===== src/rtl/spi_led_pkg.sv =====
// Shared opcode constants and command FSM state encoding for spi_led_pwm_ctrl.
package spi_led_pkg;

  localparam logic [3:0] OP_OFF    = 4'h0;
  localparam logic [3:0] OP_ON     = 4'h1;
  localparam logic [3:0] OP_DUTY   = 4'h2;
  localparam logic [3:0] OP_BLINK  = 4'h3;
  localparam logic [3:0] OP_ALLOFF = 4'hF;

  typedef enum logic {
    ST_IDLE = 1'b0,
    ST_ARG  = 1'b1
  } state_t;

endpackage


===== src/rtl/SPI_slave.sv =====
// Mode-0 SPI byte receiver: oversamples sck/mosi/cs in i_clk, MSB first, one-cycle o_done per byte.
module SPI_slave (
  input  logic       i_clk,
  input  logic       i_rst,
  input  logic       i_sck,
  input  logic       i_mosi,
  input  logic       i_cs,
  output logic       o_done,
  output logic [7:0] o_data
);

  logic [2:0] sck_r;
  logic [1:0] mosi_r;
  logic [1:0] cs_r;
  logic [2:0] bit_r;
  logic [7:0] sh_r;
  logic       done_r;
  logic [7:0] data_r;

  // sck and mosi share sync depth so the sampled bit lines up with the detected rising edge
  always_ff @(posedge i_clk) begin
    if (i_rst) begin
      sck_r  <= 3'b000;
      mosi_r <= 2'b00;
      cs_r   <= 2'b11;
      bit_r  <= 3'd0;
      sh_r   <= 8'd0;
      done_r <= 1'b0;
      data_r <= 8'd0;
    end else begin
      sck_r  <= {sck_r[1:0], i_sck};
      mosi_r <= {mosi_r[0], i_mosi};
      cs_r   <= {cs_r[0], i_cs};
      done_r <= 1'b0;
      if (cs_r[1]) begin
        bit_r <= 3'd0;
      end else if (sck_r[1] && !sck_r[2]) begin
        sh_r  <= {sh_r[6:0], mosi_r[1]};
        bit_r <= bit_r + 3'd1;
        if (bit_r == 3'd7) begin
          done_r <= 1'b1;
          data_r <= {sh_r[6:0], mosi_r[1]};
        end
      end
    end
  end

  assign o_done = done_r;
  assign o_data = data_r;

endmodule


===== src/rtl/spi_led_pwm_channel.sv =====
// One LED channel: shadow/active duty, PWM compare, optional blink mask (SPI_LED_BLINK_EN).
module spi_led_pwm_channel #(
  parameter int PWM_BITS = 8
) (
  input  logic                clk,
  input  logic                rst,
  input  logic [PWM_BITS-1:0] cnt,
  input  logic                wrap,
  input  logic                duty_we,
  input  logic [PWM_BITS-1:0] duty_val,
`ifdef SPI_LED_BLINK_EN
  input  logic                tick,
  input  logic                blink_we,
  input  logic [7:0]          period_val,
`endif
  output logic                led
);

  logic [PWM_BITS-1:0] shadow_r;
  logic [PWM_BITS-1:0] active_r;
  logic                pwm_s;
  logic                mask_s;
  logic                led_r;

  // Active duty only changes at the counter wrap so a period is never cut short
  always_ff @(posedge clk) begin
    if (rst) begin
      shadow_r <= '0;
      active_r <= '0;
    end else begin
      if (duty_we) shadow_r <= duty_val;
      if (wrap) active_r <= shadow_r;
    end
  end

  always_comb begin
    pwm_s = 1'b0;
    if (active_r == '1) begin
      pwm_s = 1'b1;
    end else if (active_r == '0) begin
      pwm_s = 1'b0;
    end else begin
      pwm_s = (cnt < active_r);
    end
  end

`ifdef SPI_LED_BLINK_EN
  logic [7:0] period_r;
  logic [7:0] bcnt_r;
  logic       mask_r;

  always_ff @(posedge clk) begin
    if (rst) begin
      period_r <= 8'd0;
      bcnt_r   <= 8'd0;
      mask_r   <= 1'b0;
    end else if (blink_we) begin
      period_r <= period_val;
      bcnt_r   <= 8'd0;
      mask_r   <= 1'b0;
    end else if (period_r == 8'd0) begin
      bcnt_r <= 8'd0;
      mask_r <= 1'b0;
    end else if (tick) begin
      if (bcnt_r + 8'd1 == period_r) begin
        bcnt_r <= 8'd0;
        mask_r <= ~mask_r;
      end else begin
        bcnt_r <= bcnt_r + 8'd1;
      end
    end
  end

  assign mask_s = mask_r;
`else
  assign mask_s = 1'b0;
`endif

  always_ff @(posedge clk) begin
    if (rst) led_r <= 1'b0;
    else     led_r <= pwm_s & ~mask_s;
  end

  assign led = led_r;

endmodule


===== src/rtl/spi_led_pwm_ctrl.sv =====
// SPI-commanded multi-channel PWM LED controller; blink support built when SPI_LED_BLINK_EN is defined.
module spi_led_pwm_ctrl
  import spi_led_pkg::*;
#(
  parameter int N_LED     = 3,
  parameter int PWM_BITS  = 8,
  parameter int PRESCALE  = 1,
  parameter int BLINK_DIV = 2700000
) (
  input  logic             i_clk,
  input  logic             i_rst,
  input  logic             i_sck,
  input  logic             i_mosi,
  input  logic             i_cs,
  output logic [N_LED-1:0] o_led,
  output logic             o_busy,
  output logic             o_cmd_err
);

  localparam int         PW      = (PRESCALE > 1) ? $clog2(PRESCALE) : 1;
  localparam logic [3:0] N_LED_C = 4'(N_LED);

  logic       rx_done;
  logic [7:0] rx_data;

  SPI_slave u_spi (
    .i_clk  (i_clk),
    .i_rst  (i_rst),
    .i_sck  (i_sck),
    .i_mosi (i_mosi),
    .i_cs   (i_cs),
    .o_done (rx_done),
    .o_data (rx_data)
  );

  logic          cs_meta_r, cs_sync_r;
  state_t        state_r, state_n;
  logic [3:0]    ch_r;
  logic          bad_r;
  logic          err_r;
  logic [3:0]    op_s, ch_s;
  logic          ch_ok_s, latch_s, err_s, do_duty_s, all_off_s;
  logic [3:0]    exec_ch_s;
  logic [7:0]    exec_val_s;
  logic [PW-1:0] pre_r;
  logic          step_s, wrap_s;
  logic [PWM_BITS-1:0] cnt_r;
`ifdef SPI_LED_BLINK_EN
  localparam int BW = (BLINK_DIV > 1) ? $clog2(BLINK_DIV) : 1;
  logic [BW-1:0] bdiv_r;
  logic          tick_s, blink_r, is_blink_s, do_blink_s;
`endif

  assign op_s    = rx_data[7:4];
  assign ch_s    = rx_data[3:0];
  assign ch_ok_s = (ch_s < N_LED_C);

  // A strobe in ARG takes precedence over a simultaneous abort
  always_comb begin
    state_n    = state_r;
    latch_s    = 1'b0;
    err_s      = 1'b0;
    do_duty_s  = 1'b0;
    all_off_s  = 1'b0;
    exec_ch_s  = ch_s;
    exec_val_s = 8'd0;
`ifdef SPI_LED_BLINK_EN
    is_blink_s = 1'b0;
    do_blink_s = 1'b0;
`endif
    case (state_r)
      ST_IDLE: begin
        if (rx_done) begin
          case (op_s)
            OP_OFF: begin
              do_duty_s = ch_ok_s;
              err_s     = ~ch_ok_s;
            end
            OP_ON: begin
              do_duty_s  = ch_ok_s;
              err_s      = ~ch_ok_s;
              exec_val_s = 8'hFF;
            end
            OP_DUTY: begin
              state_n = ST_ARG;
              latch_s = 1'b1;
              err_s   = ~ch_ok_s;
            end
`ifdef SPI_LED_BLINK_EN
            OP_BLINK: begin
              state_n    = ST_ARG;
              latch_s    = 1'b1;
              is_blink_s = 1'b1;
              err_s      = ~ch_ok_s;
            end
`endif
            OP_ALLOFF: all_off_s = 1'b1;
            default:   err_s = 1'b1;
          endcase
        end else begin
          state_n = ST_IDLE;
        end
      end
      ST_ARG: begin
        exec_ch_s = ch_r;
        if (rx_done) begin
          state_n    = ST_IDLE;
          exec_val_s = rx_data;
`ifdef SPI_LED_BLINK_EN
          do_duty_s  = ~bad_r & ~blink_r;
          do_blink_s = ~bad_r & blink_r;
`else
          do_duty_s  = ~bad_r;
`endif
        end else if (cs_sync_r) begin
          state_n = ST_IDLE;
        end else begin
          state_n = ST_ARG;
        end
      end
      default: state_n = ST_IDLE;
    endcase
  end

  always_ff @(posedge i_clk) begin
    if (i_rst) begin
      cs_meta_r <= 1'b1;
      cs_sync_r <= 1'b1;
      state_r   <= ST_IDLE;
      ch_r      <= 4'd0;
      bad_r     <= 1'b0;
      err_r     <= 1'b0;
    end else begin
      cs_meta_r <= i_cs;
      cs_sync_r <= cs_meta_r;
      state_r   <= state_n;
      err_r     <= err_s;
      if (latch_s) begin
        ch_r  <= ch_s;
        bad_r <= ~ch_ok_s;
      end
    end
  end

`ifdef SPI_LED_BLINK_EN
  always_ff @(posedge i_clk) begin
    if (i_rst)        blink_r <= 1'b0;
    else if (latch_s) blink_r <= is_blink_s;
  end

  assign tick_s = (bdiv_r == BW'(BLINK_DIV - 1));

  always_ff @(posedge i_clk) begin
    if (i_rst)       bdiv_r <= '0;
    else if (tick_s) bdiv_r <= '0;
    else             bdiv_r <= bdiv_r + BW'(1);
  end
`endif

  assign step_s = (pre_r == PW'(PRESCALE - 1));
  assign wrap_s = step_s && (cnt_r == '1);

  always_ff @(posedge i_clk) begin
    if (i_rst) begin
      pre_r <= '0;
      cnt_r <= '0;
    end else begin
      pre_r <= step_s ? '0 : pre_r + PW'(1);
      if (step_s) cnt_r <= cnt_r + PWM_BITS'(1);
    end
  end

  for (genvar i = 0; i < N_LED; i++) begin : g_ch
    spi_led_pwm_channel #(.PWM_BITS(PWM_BITS)) u_ch (
      .clk        (i_clk),
      .rst        (i_rst),
      .cnt        (cnt_r),
      .wrap       (wrap_s),
      .duty_we    (all_off_s | (do_duty_s & (exec_ch_s == 4'(i)))),
      .duty_val   (exec_val_s[7 -: PWM_BITS]),
`ifdef SPI_LED_BLINK_EN
      .tick       (tick_s),
      .blink_we   (all_off_s | (do_blink_s & (exec_ch_s == 4'(i)))),
      .period_val (exec_val_s),
`endif
      .led        (o_led[i])
    );
  end

  assign o_busy    = (state_r == ST_ARG);
  assign o_cmd_err = err_r;

endmodule


===== config.mk =====
export PLATFORM = sky130hd
export DESIGN_NAME = spi_led_pwm_ctrl
export DESIGN_NICKNAME = d
export VERILOG_FILES = /design/src/rtl/spi_led_pkg.sv /design/src/rtl/SPI_slave.sv /design/src/rtl/spi_led_pwm_channel.sv /design/src/rtl/spi_led_pwm_ctrl.sv
export SDC_FILE = /design/constraint.sdc
export NUM_CORES = 1
export LEC_CHECK = 0
export CORE_MARGIN = 4
export CORE_UTILIZATION = 31
export DETAILED_ROUTE_END_ITERATION = 10
export HOLD_SLACK_MARGIN = 0.12
export PLACE_DENSITY = 0.47
export SKIP_CTS_REPAIR_TIMING = 1
export SLEW_MARGIN = 40
export SYNTH_ARGS = -nofsm -noshare
export SYNTH_HDL_FRONTEND = slang
export SYNTH_SLANG_ARGS = --single-unit

===== constraint.sdc =====
create_clock -name i_clk -period 2.4 [get_ports i_clk]
set_input_delay 0.72 -clock i_clk [delete_from_list [all_inputs] [get_ports i_clk]]
set_output_delay 0.72 -clock i_clk [all_outputs]
set_load 0.05 [all_outputs]

Yosys cells after proc, flatten, opt, wreduce, memory -nomap -nowiden. Index checks and enable logic that the tools add are counted.

Add/subtract/negate cells: 3. Magnitude comparators: 4. Equality and inequality tests: 10. Muxes and demuxes: 26. Reduce and logical (&&, ||, !) cells: 16. Bitwise logic cells: 13.

Operators by type and width (number): equality test 8 bit (second input constant) (4); logical NOT 8 bit (3); < comparator 8 bit (3); 2-to-1 mux 8 bit (3); 2-to-1 mux 1 bit (18); one-hot mux 8 bit (2 select lines) (1); OR reduction 3 bit (3); adder 8 x 1 -> 8 bit (second input constant) (1); equality test 4 x 1 -> 1 bit (second input constant) (2); equality test 4 x 2 -> 1 bit (second input constant) (2); logical NOT 4 bit (2); inverter 1 bit (7); one-hot mux 1 bit (2 select lines) (3); OR reduction 2 bit (3); equality test 4 bit (second input constant) (1); < comparator 4 x 2 -> 1 bit (second input constant) (1); 2-to-1 mux 4 bit (1); adder 3 x 1 -> 3 bit (second input constant) (1); bitwise AND 1 bit (3); equality test 3 bit (second input constant) (1); OR 1 bit (3); AND reduction 3 bit (1); logical AND 1 bit (2); AND reduction 2 bit (1); 2 further kinds (2).

Input port bits: 5. Word-level logic and storage cells: 96. Output and inout port bits: 5. Bits in registers: 95.

Longest topological paths before layout.
Depth in word-level cells: 7. Depth in mapped cells: 8. Gate-level depth less buffers: 7.

By module. From an unflattened synthesis, not the netlist that was laid out.

Cells, all modules: 457. Area total of the unflattened synthesis: 4285.4 µm².

Modules (own cells, without submodules): spi_led_pwm_channel (cells an instance 84, instances 3, sequential area each 340.3 µm², area an instance 799.5 µm²); spi_led_pwm_ctrl (cells an instance 108, instances 1, sequential area each 360.3 µm², area an instance 969.7 µm²); SPI_slave (cells an instance 97, instances 1, sequential area each 520.5 µm², area an instance 917.1 µm²).

Least setup slack after synthesis. No wires, ideal clock.

Kind: register to register. From: reg state_r, in the netlist o_busy. To: reg g_ch[2].u_ch.shadow_r[7]. Buffers on the path: 0. Path slack: 0.149 ns. Clock period less this slack: 2.251 ns. Cell stages (with the launch flop): 6. Library setup time: 0.124 ns. Arrival: 2.127 ns. Data required time: 2.276 ns. Path through: dfxtp_1 or4b_2 o22a_1 o21ai_4 mux2i_1 nor2_1.

Word-level cells in the longest chain between the ends: 4. Elaborated cells on any way between the ends: 8. Those cells by class: eq/ne: 1; mux: 4; bitwise: 3.

Ends and longest elaborated chain: start: declaration (line spi_led_pwm_ctrl.sv:37) `state_t state_r, state_n;`; start signal: assignment (line spi_led_pwm_ctrl.sv:136) `state_r <= state_n;`; 2-to-1 mux 4 bit / inverter 1 bit (equally long branches); equality test 4 x 2 -> 1 bit / one-hot mux 1 bit (2 select lines) (equally long branches) (line spi_led_pwm_ctrl.sv:179, spi_led_pwm_ctrl.sv:71); bitwise AND 1 bit (line spi_led_pwm_ctrl.sv:179) `.duty_we (all_off_s | (do_duty_s & (exec_ch_s == 4'(i)))),`; OR 1 bit (line spi_led_pwm_ctrl.sv:179); end signal: assignment (line spi_led_pwm_channel.sv:31) `if (duty_we) shadow_r <= duty_val;`; end: declaration (line spi_led_pwm_channel.sv:19) `logic [PWM_BITS-1:0] shadow_r;`.

Several ways; a longest one is shown, not always the timed one. A chain may end at the register's enable or synchronous reset.

Final worst setup path.
From: reg err_r, in the netlist o_cmd_err. To: out o_cmd_err.

RTL lines: start: declaration (line spi_led_pwm_ctrl.sv:40) `logic err_r;`; start signal: assignment (line spi_led_pwm_ctrl.sv:137) `err_r <= err_s;`; end: declaration (line spi_led_pwm_ctrl.sv:17) `output logic o_cmd_err`.

No word-level cell between the ends.

==> flow_summary_export.csv <==
group,metric,value,unit
worst_setup_path,r2r-start,"o_busy",
pwr,netSwitchingPower,0.722,mW
worst_setup_path,path_cells,"clkdlybuf4s50_1",
pwr,peakVddDrop,0.000327,V
drt,drc,0,
floorplanning,initial_core_util,0.315,
synthesis,synth_seq_area_share,0.448,
synthesis,synth-warning-count,0,
timing,post-route-period-util,0.909,
placed_design,place_hpwl,6230,um
placed_design,io_buffers,9,
timing,max_slew_margin,0.664,
clocking,insertion_delay,340,ps
hold_path,min_path_type,"flop to flop",
timing,final_max_slew_viol_count,0,
global_routing,gr-total-overflow,0,
drt,ant_nets,0,
worst_setup_path,crit_cells,1,
timing,min_period,2180,ps
timing,timing_hold_violations_final,0,
clocking,cts_buffer_depth,2,
global_routing,grt_pass1_vias,2882,
cells_and_area,num_antenna_cells,0,
worst_setup_path,rr_worst_depth,5,
worst_setup_path,critPathLaunchType,"flop",
run,drv_cap,0,
clocking,clkSlewWorstSetupHoldPaths,70,ps
pwr,p_seq_frac,0.513,
floorplanning,core_area,13200,um^2
clocking,clockRootBuffer,"clkbuf_16",
placed_design,dp.cells,635,
pwr,p_int,2.33,mW
worst_setup_path,crit_fanout,1,
global_routing,grt_first_pass_wirelength,14700,um
drt,drt_iter0_drc,128,
cells_and_area,drive_above_1_share,0.0989,
drt,wl_per_cell,13.4,um
timing,finalSetupTns,0,ps
synthesis,ys.flop_type,"dfxtp_1",
floorplanning,die_h,124,um
pwr,switching_share,0.237,
worst_setup_path,slowest_stage,"clkdlybuf4s50_1",
pwr,p_comb_frac,0.024,
worst_setup_path,worst-path-buf-inv,1,
synthesis,netlist_area,4160,um^2
drt,wl,8700,um
timing,fin_skew,9.42,ps
worst_setup_path,worstSetupEndpoint,"o_cmd_err",
synthesis,syn_inst,464,
floorplanning,io_pins,10,
pwr,power.density,646,nW/um^2
worst_setup_path,crit_start,"o_cmd_err",
drt,vias_per_cell,4.73,
worst_setup_path,r2r_setup_slack,240,ps
worst_setup_path,crit_family,"buffers and inverters",
worst_setup_path,required,1680,ps
drt,drt_first_pass_iters,4,
placed_design,place_congestion,0.758,
synthesis,ys_ff_latch,93,
worst_setup_path,slowest_delay,790,ps
worst_setup_path,crit_type,"flop to output pin",
timing,max_freq,0.458,GHz
global_routing,antenna_found_initial,0,
clocking,htree_num_levels,3,
worst_setup_path,worstReg2RegEnd,"g_ch[2].u_ch.shadow_r[0]",
floorplanning,num_rows,42,
run_status,status,"complete, no violations",
synthesis,synth_cell_types,48,
synthesis,synth_fp_nets,493,
synthesis,async_flop_share,0,
timing,worst-slew-pin-transition,503,ps
floorplanning,die_w,124,um
clocking,clock-sinks,93,
synthesis,avgSynthCellArea,8.96,um^2
global_routing,grt.total_usage,0.125,
pwr,power,3.05,mW
synthesis,synth_edf_count,0,
timing,setup_viol,0,
pwr,power_leakage,1.74,nW
timing,rsz0062_at_grt,"no",
clocking,cts_tree,"built",
drt,num_vias,3079,
clocking,cts_buffers,9,
cells_and_area,nets,499,
worst_setup_path,end_kind,"output pin",
cells_and_area,finalNonFillerCells,651,
floorplanning,die_area,15300,um^2
global_routing,grt_max_degree,47,
pwr,clockPowerShare,0.463,
cells_and_area,fill_cells,1390,
placed_design,pre_cts_ws,276,ps
worst_setup_path,cp.arrival,1460,ps
timing,fin_ws,218,ps
cells_and_area,syn2layout_area_growth,13.6,%
[logic make-up after synthesis]
logic type / after synthesis / synth area share
other cells: 1 / 0.000902
flops: 93 / 0.448
xor+xnor: 6 / 0.0126
fa+ha+maj: 24 / 0.0723
mux: 38 / 0.0915
buf+inv: 47 / 0.0530
compound gates: 73 / 0.114
simple gates: 182 / 0.207
[through the flow]
stage / hold WS [ps] / cell area [um^2] / util
finish: 410 / 4720 / 0.358
global route: 422 / 4720 / 0.358
CTS: 412 / 4720 / 0.358
detailed placement: 393 / 4420 / 0.335
global placement: 393 / 4420 / 0.335
floorplan: 389 / 4160 / -
[area by class of cell]
class	count	area, um^2	area share
multi-input cells	324	2070	0.439
flip-flops and latches	93	1860	0.394
clock buffers	9	225	0.0477
well taps	176	220	0.0466
inverters	24	90.1	0.0191
clock inverters	7	76.3	0.0162
repair buffers	18	175	0.0371
[how the worst min path moves through the flow]
stage / slack [ps] / from / end / cells after the start
6_report: 410 / u_spi.cs_r[0] / cs_sync_r / 1
5_1_grt: 420 / u_spi.cs_r[0] / cs_sync_r / 1
4_1_cts: 410 / u_spi.cs_r[0] / cs_sync_r / 1
3_5_place_dp: 390 / u_spi.cs_r[0] / cs_sync_r / 1
3_3_place_gp: 390 / u_spi.cs_r[0] / cs_sync_r / 1
2_1_floorplan: 390 / u_spi.cs_r[0] / cs_sync_r / 1
[sequential cells by signal (all words and copies together) (netlist names)]
signal / count
u_spi.mosi_r: 2
o_busy: 1
u_spi.sh_r: 7
o_cmd_err: 1
g_ch.u_ch.led: 3
u_spi.sck_r: 3
u_spi.cs_r: 1
u_spi.o_done: 1
g_ch.u_ch.active_r: 24
u_spi.o_data: 8
cs_sync_r: 1
g_ch.u_ch.shadow_r: 24
bad_r: 1
cnt_r: 8
ch_r: 4
pre_r: 1
u_spi.bit_r: 3
[power groups by stage]
stage	logic (mW)	clock network, mW	registers, mW
2_1_floorplan	0.0548	0	1.59
3_3_place_gp	0.0714	0	1.60
3_5_place_dp	0.0738	0	1.60
4_1_cts	0.0739	1.48	1.56
5_1_grt	0.0803	1.53	1.56
6_report	0.0721	1.41	1.56
[Yosys cell counts, drive strengths merged, types with 8 or more instances]
library cell / instances / area [um^2]
dfxtp: 93 / 1860
nand2: 72 / 270
nor2: 48 / 180
a21oi: 39 / 195
mux2i: 38 / 380
ha: 24 / 300
inv: 24 / 90.1
clkbuf: 15 / 66.3
nor2b: 11 / 68.8
o21ai: 11 / 77.6
a21o: 10 / 82.6
nand4: 8 / 50.1
[cells in the final DEF (no fill, tap or decap), drive strengths merged, types with 2 or more instances in the layout]
cell           instances
nor4                   7
nand2b                 3
buf                   11
inv                   29
o21ai                 11
a21o                  10
clkinv                 2
or2b                   2
or4                    4
xor2                   4
nor2b                 11
dfxtp                 93
a21oi                 39
ha                    24
nor2                  48
a211oi                 6
mux2i                 38
xnor2                  2
nand4                  8
nand3                  4
clkbuf                 9
and2                   4
nor3                   7
o22a                   2
or4b                   2
or3                    2
nand2                 72
clkdlybuf4s50          7
or2                    2
[per-layer routing]
metal	wire (um)	global-route usage	up-vias
met2	3960	0.198	38
li1	-	-	1597
met4	144	0.0478	0
met1	4350	0.164	1433
met3	251	0.0327	11
met5	0	0	-
(Power assumes the default switching activity.)
